### src/rtl/st_sample_frame_capture_if.sv
// Avalon-ST sample stream carrying a prefixed channel: one sample per beat,
// with SOP/EOP delimiting a frame.
interface st_sample_frame_capture_if #(
  parameter int DATA_W = 12,
  parameter int CHAN_W = 7
);
  logic              ready;
  logic              valid;
  logic [DATA_W-1:0] data;
  logic [CHAN_W-1:0] channel;
  logic              startofpacket;
  logic              endofpacket;

  modport master (input ready, output valid, data, channel, startofpacket, endofpacket);
  modport slave  (output ready, input valid, data, channel, startofpacket, endofpacket);
endinterface

### src/rtl/st_sample_frame_capture.sv
// Captures one ST packet per frame into a ping-pong per-channel sample table;
// a completed frame swaps banks so the reader sees a coherent snapshot.
module st_sample_frame_capture #(
  parameter int DATA_W = 12,
  parameter int CHAN_W = 7,
  parameter int CNT_W  = 16
) (
  input  logic                 clk,
  input  logic                 reset,
  st_sample_frame_capture_if.slave STin,
  input  logic                 rd_lock,
  input  logic [CHAN_W-1:0]    rd_addr,
  output logic [DATA_W-1:0]    rd_data,
  output logic                 rd_written,
  output logic                 frame_pulse,
  output logic [CNT_W-1:0]     frame_count,
  output logic [7:0]           err_count,
  output logic [CHAN_W:0]      frame_beats
);
  localparam int DEPTH = 2**CHAN_W;
  localparam logic [CHAN_W:0] BEAT_MAX = (CHAN_W+1)'(DEPTH);

  typedef enum logic [1:0] {IDLE, CAPTURE, HOLD} state_t;

  state_t                 state_q, state_d;
  logic                   bank_q, bank_d;
  logic [1:0][DEPTH-1:0]  mask_q, mask_d;
  logic [CHAN_W:0]        beats_q, beats_d;
  logic [CHAN_W:0]        frame_beats_q, frame_beats_d;
  logic [CNT_W-1:0]       frame_count_q, frame_count_d;
  logic [7:0]             err_count_q, err_count_d;
  logic                   frame_pulse_q, frame_pulse_d;
  logic                   rd_sel_q, rd_sel_d;
  logic                   rd_written_q, rd_written_d;
  logic                   rd_zero_q;
  logic                   xfer, wr_en, complete, swap, err_inc;
  logic [DEPTH-1:0]       ch_onehot;
  logic [DATA_W-1:0]      rd_word [2];

  assign STin.ready = ~reset & (state_q != HOLD);
  assign xfer       = STin.valid & STin.ready;
  assign ch_onehot  = DEPTH'(1) << STin.channel;

  always_comb begin
    state_d       = state_q;
    bank_d        = bank_q;
    mask_d        = mask_q;
    beats_d       = beats_q;
    frame_beats_d = frame_beats_q;
    frame_count_d = frame_count_q;
    err_count_d   = err_count_q;
    frame_pulse_d = 1'b0;
    wr_en         = 1'b0;
    complete      = 1'b0;
    swap          = 1'b0;
    err_inc       = 1'b0;
    case (state_q)
      IDLE: begin
        if (xfer) begin
          if (STin.startofpacket) begin
            wr_en          = 1'b1;
            mask_d[bank_q] = ch_onehot;
            beats_d        = (CHAN_W+1)'(1);
            state_d        = CAPTURE;
            complete       = STin.endofpacket;
          end else begin
            err_inc = 1'b1;
          end
        end
      end
      CAPTURE: begin
        if (xfer) begin
          wr_en = 1'b1;
          // A mid-frame SOP restarts the frame: prior slots of this frame are forgotten.
          if (STin.startofpacket) begin
            mask_d[bank_q] = ch_onehot;
            beats_d        = (CHAN_W+1)'(1);
            err_inc        = 1'b1;
          end else begin
            mask_d[bank_q] = mask_q[bank_q] | ch_onehot;
            if (beats_q != BEAT_MAX) beats_d = beats_q + (CHAN_W+1)'(1);
          end
          complete = STin.endofpacket;
        end
      end
      HOLD:    swap = ~rd_lock;
      default: state_d = IDLE;
    endcase

    if (complete) begin
      if (rd_lock) state_d = HOLD;
      else         swap    = 1'b1;
    end

    if (swap) begin
      bank_d        = ~bank_q;
      frame_pulse_d = 1'b1;
      frame_count_d = frame_count_q + CNT_W'(1);
      frame_beats_d = beats_d;
      state_d       = IDLE;
    end

    if (err_inc && (err_count_q != 8'hFF)) err_count_d = err_count_q + 8'd1;

    // Read samples the bank that is the snapshot before this edge's swap.
    rd_sel_d     = ~bank_q;
    rd_written_d = mask_q[~bank_q][rd_addr];
  end

  always_ff @(posedge clk) begin
    if (reset) begin
      state_q       <= IDLE;
      bank_q        <= 1'b0;
      mask_q        <= '0;
      beats_q       <= '0;
      frame_beats_q <= '0;
      frame_count_q <= '0;
      err_count_q   <= '0;
      frame_pulse_q <= 1'b0;
      rd_sel_q      <= 1'b0;
      rd_written_q  <= 1'b0;
      rd_zero_q     <= 1'b1;
    end else begin
      state_q       <= state_d;
      bank_q        <= bank_d;
      mask_q        <= mask_d;
      beats_q       <= beats_d;
      frame_beats_q <= frame_beats_d;
      frame_count_q <= frame_count_d;
      err_count_q   <= err_count_d;
      frame_pulse_q <= frame_pulse_d;
      rd_sel_q      <= rd_sel_d;
      rd_written_q  <= rd_written_d;
      rd_zero_q     <= 1'b0;
    end
  end

  // One simple dual-port RAM per bank with a registered read.
  genvar gi;
  generate
    for (gi = 0; gi < 2; gi++) begin : g_bank
      logic [DATA_W-1:0] mem [DEPTH];
      logic [DATA_W-1:0] rd_word_q;
      always_ff @(posedge clk) begin
        if (wr_en && (bank_q == 1'(gi))) mem[STin.channel] <= STin.data;
        rd_word_q <= mem[rd_addr];
      end
      assign rd_word[gi] = rd_word_q;
    end
  endgenerate

  assign rd_data     = rd_zero_q ? '0 : rd_word[rd_sel_q];
  assign rd_written  = rd_written_q;
  assign frame_pulse = frame_pulse_q;
  assign frame_count = frame_count_q;
  assign err_count   = err_count_q;
  assign frame_beats = frame_beats_q;
endmodule

### src/flat_wrapper.sv
// flat-port wrapper written by rule: the top's interface ports become plain ports
module st_sample_frame_capture_flat 
#(
  parameter int DATA_W = 12,
  parameter int CHAN_W = 7,
  parameter int CNT_W  = 16
)
  (clk, reset, rd_lock, rd_addr, rd_data, rd_written, frame_pulse, frame_count, err_count, frame_beats, STin_ready, STin_valid, STin_data, STin_channel, STin_startofpacket, STin_endofpacket);
  st_sample_frame_capture_if #(.DATA_W(DATA_W), .CHAN_W(CHAN_W)) STin_i ();
  input  logic clk;
  input  logic reset;
  input  logic rd_lock;
  input  logic [CHAN_W-1:0] rd_addr;
  output logic [DATA_W-1:0] rd_data;
  output logic rd_written;
  output logic frame_pulse;
  output logic [CNT_W-1:0] frame_count;
  output logic [7:0] err_count;
  output logic [CHAN_W:0] frame_beats;
  output wire logic [$bits(STin_i.ready)-1:0] STin_ready;
  input wire logic [$bits(STin_i.valid)-1:0] STin_valid;
  input wire logic [$bits(STin_i.data)-1:0] STin_data;
  input wire logic [$bits(STin_i.channel)-1:0] STin_channel;
  input wire logic [$bits(STin_i.startofpacket)-1:0] STin_startofpacket;
  input wire logic [$bits(STin_i.endofpacket)-1:0] STin_endofpacket;
  assign STin_ready = STin_i.ready;
  assign STin_i.valid = STin_valid;
  assign STin_i.data = STin_data;
  assign STin_i.channel = STin_channel;
  assign STin_i.startofpacket = STin_startofpacket;
  assign STin_i.endofpacket = STin_endofpacket;
  st_sample_frame_capture #(.DATA_W(DATA_W), .CHAN_W(CHAN_W), .CNT_W(CNT_W)) u_core (.clk(clk), .reset(reset), .STin(STin_i), .rd_lock(rd_lock), .rd_addr(rd_addr), .rd_data(rd_data), .rd_written(rd_written), .frame_pulse(frame_pulse), .frame_count(frame_count), .err_count(err_count), .frame_beats(frame_beats));
endmodule
### config.mk
export PLATFORM = sky130hd
export DESIGN_NAME = st_sample_frame_capture_flat
export DESIGN_NICKNAME = d
export VERILOG_FILES = /design/src/rtl/st_sample_frame_capture_if.sv /design/src/rtl/st_sample_frame_capture.sv /design/src/flat_wrapper.sv
export SDC_FILE = /design/constraint.sdc
export NUM_CORES = 2
export LEC_CHECK = 0
export BUFFER_PORTS_ARGS = -buffer_cell sky130_fd_sc_hd__buf_2
export CELL_PAD_IN_SITES_DETAIL_PLACEMENT = 1
export CELL_PAD_IN_SITES_GLOBAL_PLACEMENT = 2
export CORE_UTILIZATION = 55
export CTS_BUF_LIST = sky130_fd_sc_hd__clkbuf_16
export DETAILED_ROUTE_END_ITERATION = 6
export PLACE_DENSITY_LB_ADDON = 0.2
export SLEW_MARGIN = 20
export SYNTH_ARGS = -nofsm -noshare
export SYNTH_HDL_FRONTEND = slang
export SYNTH_SLANG_ARGS = --single-unit
### constraint.sdc
create_clock -name clk -period 5.1 [get_ports clk]
set_input_delay 0.255 -clock clk [delete_from_list [all_inputs] [get_ports clk]]
set_output_delay 0.255 -clock clk [all_outputs]
set_load 0.01 [all_outputs]
[After elaboration in Yosys (flattened, before gate mapping)]
Memories as Yosys holds them, arrays and structs flattened. A register that Yosys moved wholly into a read port is not among the register bits.
Index checks and enable logic that the tools add are counted.
Storage, ports and cells
  bits in registers: 303
  memory bits (writable): 3072
  output and inout bits: 47
  memories kept: 2
Operators by class
  $add $sub $neg: 3
  $lt $le $gt $ge: 5
  equal/unequal tests: 8
  shift-type cells: 1
  muxes and demuxes: 50
  bitwise logic cells: 7
  reduce and logical (&&, ||, !) cells: 9
Memory list
  u_core.g_bank[0].mem: words 128, width 12, read ports 1, clocked after Yosys merged registers in 1, wr ports 1, line st_sample_frame_capture.sv:142  | logic [DATA_W-1:0] mem [DEPTH];
  u_core.g_bank[1].mem: words 128, width 12, read ports 1, clocked after Yosys merged registers in 1, wr ports 1, line st_sample_frame_capture.sv:142
Operators with widths (number)
  $mux W256: 4
  $mux W128: 5
  $bwmux W256: 2
  $pmux W256 S2: 1
  $demux W128 S1: 1
  $or A128 B128 Y128: 1
  $shl A1 B7 Y128 const A: 1
  $mux W12: 4
  $mux W8: 5
  $mux W1: 18
  $add A16 B1 Y16 const B: 1
  $add A8 B1 Y8 const B: 2
  $ne A8 B8 Y1 const B: 2
  $pmux W8 S2: 1
  $lt A7 B8 Y1 const B: 1
  $mux W2: 4
  $bmux W1 S7: 1
  $pmux W1 S2: 3
  $logic_and A1 B1 Y1: 4
  $lt A1 B2 Y1 const B: 2
  $ne A2 B1 Y1 const B: 2
  $ne A2 B2 Y1 const B: 2
  $pmux W2 S2: 1
  $reduce_and A4 Y1: 1
  other kinds (10): 14

[Logic depth before layout (Yosys ltp)]
  depth after elaboration: 8
  gate-level depth with buffers: 11

[Worst setup path before layout]
Ideal clock, no wire load.
  path kind: register to register
  start point: reg u_core.bank_q
  end point: mem u_core.g_bank[1].mem[40][0], enable pin
  arrival time: 2.604 ns
  required time: 4.720 ns
  slack: 2.116 ns
  stages on the path, launching flop included: 10
  buffers on the path: 5
  clock period less this slack: 2.984 ns
  path through: dfxtp_1 > buf_2 > buf_1 > buf_2 > buf_1 > nand2_1 > nor2_1 > nand3_1 > clkbuf_1 > nor2_1
On the way
  cells in the longest elaborated chain, start to end: 3
RTL lines
  from (decl): line st_sample_frame_capture.sv:26  | logic bank_q, bank_d;
  from (signal assigned): line st_sample_frame_capture.sv:125  | bank_q <= bank_d;
  $logic_and A1 B1 Y1: line st_sample_frame_capture.sv:145  | if (wr_en && (bank_q == 1'(gi))) mem[STin.channel] <= STin.data;
  $mux W1: line st_sample_frame_capture.sv:145
  $mux W1 (not written as such): line st_sample_frame_capture.sv:145
  to (decl): line st_sample_frame_capture.sv:142
No other way between the ends.

[Final worst setup path]
  start point: reg u_core.state_q[1]
  end point: mem u_core.g_bank[1].mem[58][1], enable pin
On the way
  cells in the longest elaborated chain, start to end: 8
  elaborated cells between the ends (all ways): 11
  those cells by class: eq/ne: 2; mux: 5; bitwise: 2; reduce/logical: 2
RTL lines
  from (decl): line st_sample_frame_capture.sv:25  | state_t state_q, state_d;
  from (signal assigned): line st_sample_frame_capture.sv:124  | state_q <= state_d;
  $ne A2 B2 Y1: line st_sample_frame_capture.sv:40  | assign STin.ready = ~reset & (state_q != HOLD);
  $and A1 B1 Y1: line st_sample_frame_capture.sv:40
  $and A1 B1 Y1: line st_sample_frame_capture.sv:41  | assign xfer = STin.valid & STin.ready;
  $mux W1: line st_sample_frame_capture.sv:72  | if (xfer) begin
  $pmux W1 S2 *: line st_sample_frame_capture.sv:57  | case (state_q)
  $logic_and A1 B1 Y1 *: line st_sample_frame_capture.sv:145
  $mux W1 *: line st_sample_frame_capture.sv:145
  $mux W1 (not written as such) *: line st_sample_frame_capture.sv:145
Every way passes the cells marked *; elsewhere a longest branch is shown, timed or not.

==> flow_summary_export.csv <==
group,metric,value,unit
status,status,"finished, violations left",
status,violations,"design-rule violations",
detailed_routing,via_per_inst,6.58,
synth,syn_inst,6092,
clock_network,ctsRootBufferMaster,"clkbuf_16",
synth,synth.distinct_cells,59,
floorplanning,fp.dieH,490,µm
synth,ys_async_sr_fraction,0,%
pwr,seq_power_share,52.5,%
floorplanning,die_w,490,µm
layout,finish.utilization,63.0,%
sta,rsz0062_at_grt,"false",
layout,synthToLayoutAreaGrowth,13.6,%
synth,synth_seq_cells,3399,
layout,drive_gt1_share,30.4,%
clock_network,clkLatencyLatePin,0.97,ns
detailed_routing,wire_per_inst,35.9,µm
placed_design,place_congestion,0.823,
synth,synth_top_flop_cell,"edfxtp_1",
sta,setup_viol,0,
synth,synth_seq_area_share,75.5,%
min_path,min_path_type,"primary input to register",
job,cap_violations,0,
clock_network,cts_resized,0,
synth,synth_nets,6128,
global_route,gr-total-overflow,0,
clock_network,cts_buffer_depth,4,
setup_path,end_kind,"register",
sta,period_minus_slack,3.45,ns
global_route,grt_max_degree,166,
clock_network,cts_buffers,356,
global_route,grt_util_all_layers,30.3,%
global_route,grt_pass1_vias,68200,
synth,syn_area,0.131,mm²
detailed_routing,drtIter0Drc,8147,
floorplanning,ios,79,
clock_network,cts_sinks,3399,
detailed_routing,ant_nets,0,
pwr,p_leak,47.3,nW
detailed_routing,wl,359000,µm
detailed_routing,first_pass_iters,7,
clock_network,post-cts-setup-buffer-count,0,
pwr,p_total,58.0,mW
global_route,grt_pass1_wl,506000,µm
floorplanning,die-area,0.240,mm²
pwr,p_sw,12.4,mW
synth,yosysWarnings,0,
detailed_routing,num_vias,65700,
sta,timing.fmax,0.290,GHz
clock_network,tritoncts,"done",
synth,synth-edff-count,3072,
sta,hold_viol,0,
sta,maxSlewViolCount,0,
pwr,combPwrFrac,5.0,%
setup_path,cp_max_fo,16,
layout,nNetsFinal,6576,
sta,fin_ws,1.65,ns
pwr,powerDensity,390,mW/mm²
sta,finalCritPeriodShare,67.7,%
clock_network,htreeDepth,5,
setup_path,critical_path_required,5.72,ns
placed_design,portBuffers,78,
placed_design,pre_cts_slack,1.14,ns
synth,avgSynthCellArea,21.5,µm²
sta,slew-limit-headroom,20.5,%
floorplanning,num_rows,178,
pwr,p_int,45.5,mW
sta,clock_skew,0.0612,ns
sta,fin_tns_setup,0,ns
setup_path,crit_path_start_kind,"register",
floorplanning,core,0.236,mm²
sta,worst_pin_slew,1.19,ns
pwr,power.clock.fraction,42.5,%
placed_design,dpl.hpwl,213000,µm
setup_path,worstPathArrival,4.07,ns
clock_network,clkTransAtPathRegs,0.06,ns
global_route,antenna_found_initial,50,
setup_path,criticalPathCategory,"register to register",
floorplanning,initial_core_util,55.5,%
detailed_routing,route.detailed.drc,1,
pwr,swShare,21.5,%
pwr,peakVddDrop,0.390,mV
[through the flow]
stage,instances,cell area (µm²),hold WS [ns]
2_1_floorplan,6092,131000,0.283
5_1_grt,9966,149000,0.0582
3_3_place_gp,9308,137000,0.461
3_5_place_dp,9308,137000,0.477
4_1_cts,9960,148000,0.00461
6_report,9980,149000,0.0749
[state kept, by name, summed over array words and instances, names as in the netlist, 2 cells and up]
register                 count
u_core.mask_q              256
u_core.frame_count          16
u_core.g_bank.mem         3072
u_core.state_q               2
u_core.err_count             8
u_core.beats_q               8
u_core.g_bank.rd_word_q     24
u_core.frame_beats           8
[layer usage]
layer,vias up,GRT usage [%],part of all wire (%),routed length (µm)
met5,-,0,0.043,154
met4,24,11.7,3.5,12500
met2,3422,47.2,48,174000
li1,26300,-,-,-
met3,604,8.47,9.7,34700
met1,35300,41.1,38,137000
[logic make-up (layout without fill, tap and decap cells)]
group	after synthesis	count (layout)	share of synthesized area, %
flip-flops	3399	3399	75.5
multiplexers	1105	1105	18.7
AND/OR/NAND/NOR	833	833	2.60
buffers and inverters	404	1123	1.26
AO/OA/AOI/OAI	325	325	1.76
XOR/XNOR	22	22	0.147
adder cells (fa/ha/maj)	4	4	0.0383
other	0	19	0
[synth_stat cells, types with 5 or more instances]
library cell,count,area [µm²]
mux4_2,1071,24100
dfxtp_1,327,6550
a21oi_1,63,315
xnor2_1,6,52.6
nor2b_1,13,81.3
clkbuf_1,267,1000
buf_1,31,116
nor3_1,13,65.1
edfxtp_1,3072,92200
inv_1,6,22.5
nand4_1,12,75.1
buf_2,95,475
o22ai_1,5,31.3
nor2_1,590,2210
a211oi_1,8,60.1
nand3_1,31,155
and2_1,6,37.5
xor2_1,16,140
mux2i_1,31,310
nand2_1,123,462
and3_1,9,56.3
a22oi_1,214,1610
nor3b_1,7,52.6
nand2b_1,13,81.3
[power groups by stage]
stage          Combinational [mW]  Sequential, mW  Clock [mW]
6_report                     2.88            30.5        24.6
2_1_floorplan                1.49            31.0           0
5_1_grt                      3.00            30.4        25.9
3_3_place_gp                 2.79            31.1           0
4_1_cts                      2.89            30.5        25.0
3_5_place_dp                 2.86            31.1           0
[final timing paths]
path	cells past startpoint	start	endpoint	slack, ns
hold reg to reg	2	u_core.mask_q[222]	u_core.mask_q[222]	0.49
hold / removal	4	rd_addr[6]	u_core.g_bank[0].rd_word_q[7]	0.07
setup reg to reg	8	u_core.state_q[1]	u_core.g_bank[1].mem[58][1]	1.65
setup / recovery	8	u_core.state_q[1]	u_core.g_bank[1].mem[58][1]	1.65
[cell type report]
class | instances | area (µm²)
sequential | 3399 | 98800
multi-input combinational | 2289 | 30600
clock inverter | 269 | 1940
inverter | 9 | 41.3
fill | 18900 | 87200
timing repair buffer | 485 | 4230
antenna | 19 | 47.5
clock buffer | 360 | 9010
tap | 3150 | 3940
[critical path: stages, from the launching register on]
cell	delay, ns
dfxtp_1	0.34
nor3b_1	0.38
and2_1	0.36
nand2_1	0.12
nor2_1	0.41
nand3_1	0.23
buf_4	0.29
nor2_1	0.66
buf_4	0.30
[cells in the final DEF (no fill, tap or decap), types with 9 or more instances in the layout]
cell / count
nand2_2: 9
nand4_1: 12
xor2_1: 16
dlygate4sd3_1: 23
edfxtp_1: 3072
bufinv_16: 26
inv_1: 84
diode_2: 19
clkinv_2: 74
dfxtp_1: 326
nand3_1: 25
mux2i_1: 31
nand2b_1: 12
clkbuf_16: 360
buf_2: 60
nor2_2: 19
nand2_1: 113
nor2_1: 571
and3_1: 9
clkinv_1: 72
mux4_2: 1071
a21oi_1: 63
buf_4: 342
a22oi_1: 214
buf_12: 44
nor2b_1: 13
buf_8: 15
[repair_timing]
action,CTS,global route
hold buffers,23,0
endpoints found under the setup margin,0,0
endpoints found under the hold margin,927,0
(Power assumes the default switching activity.)
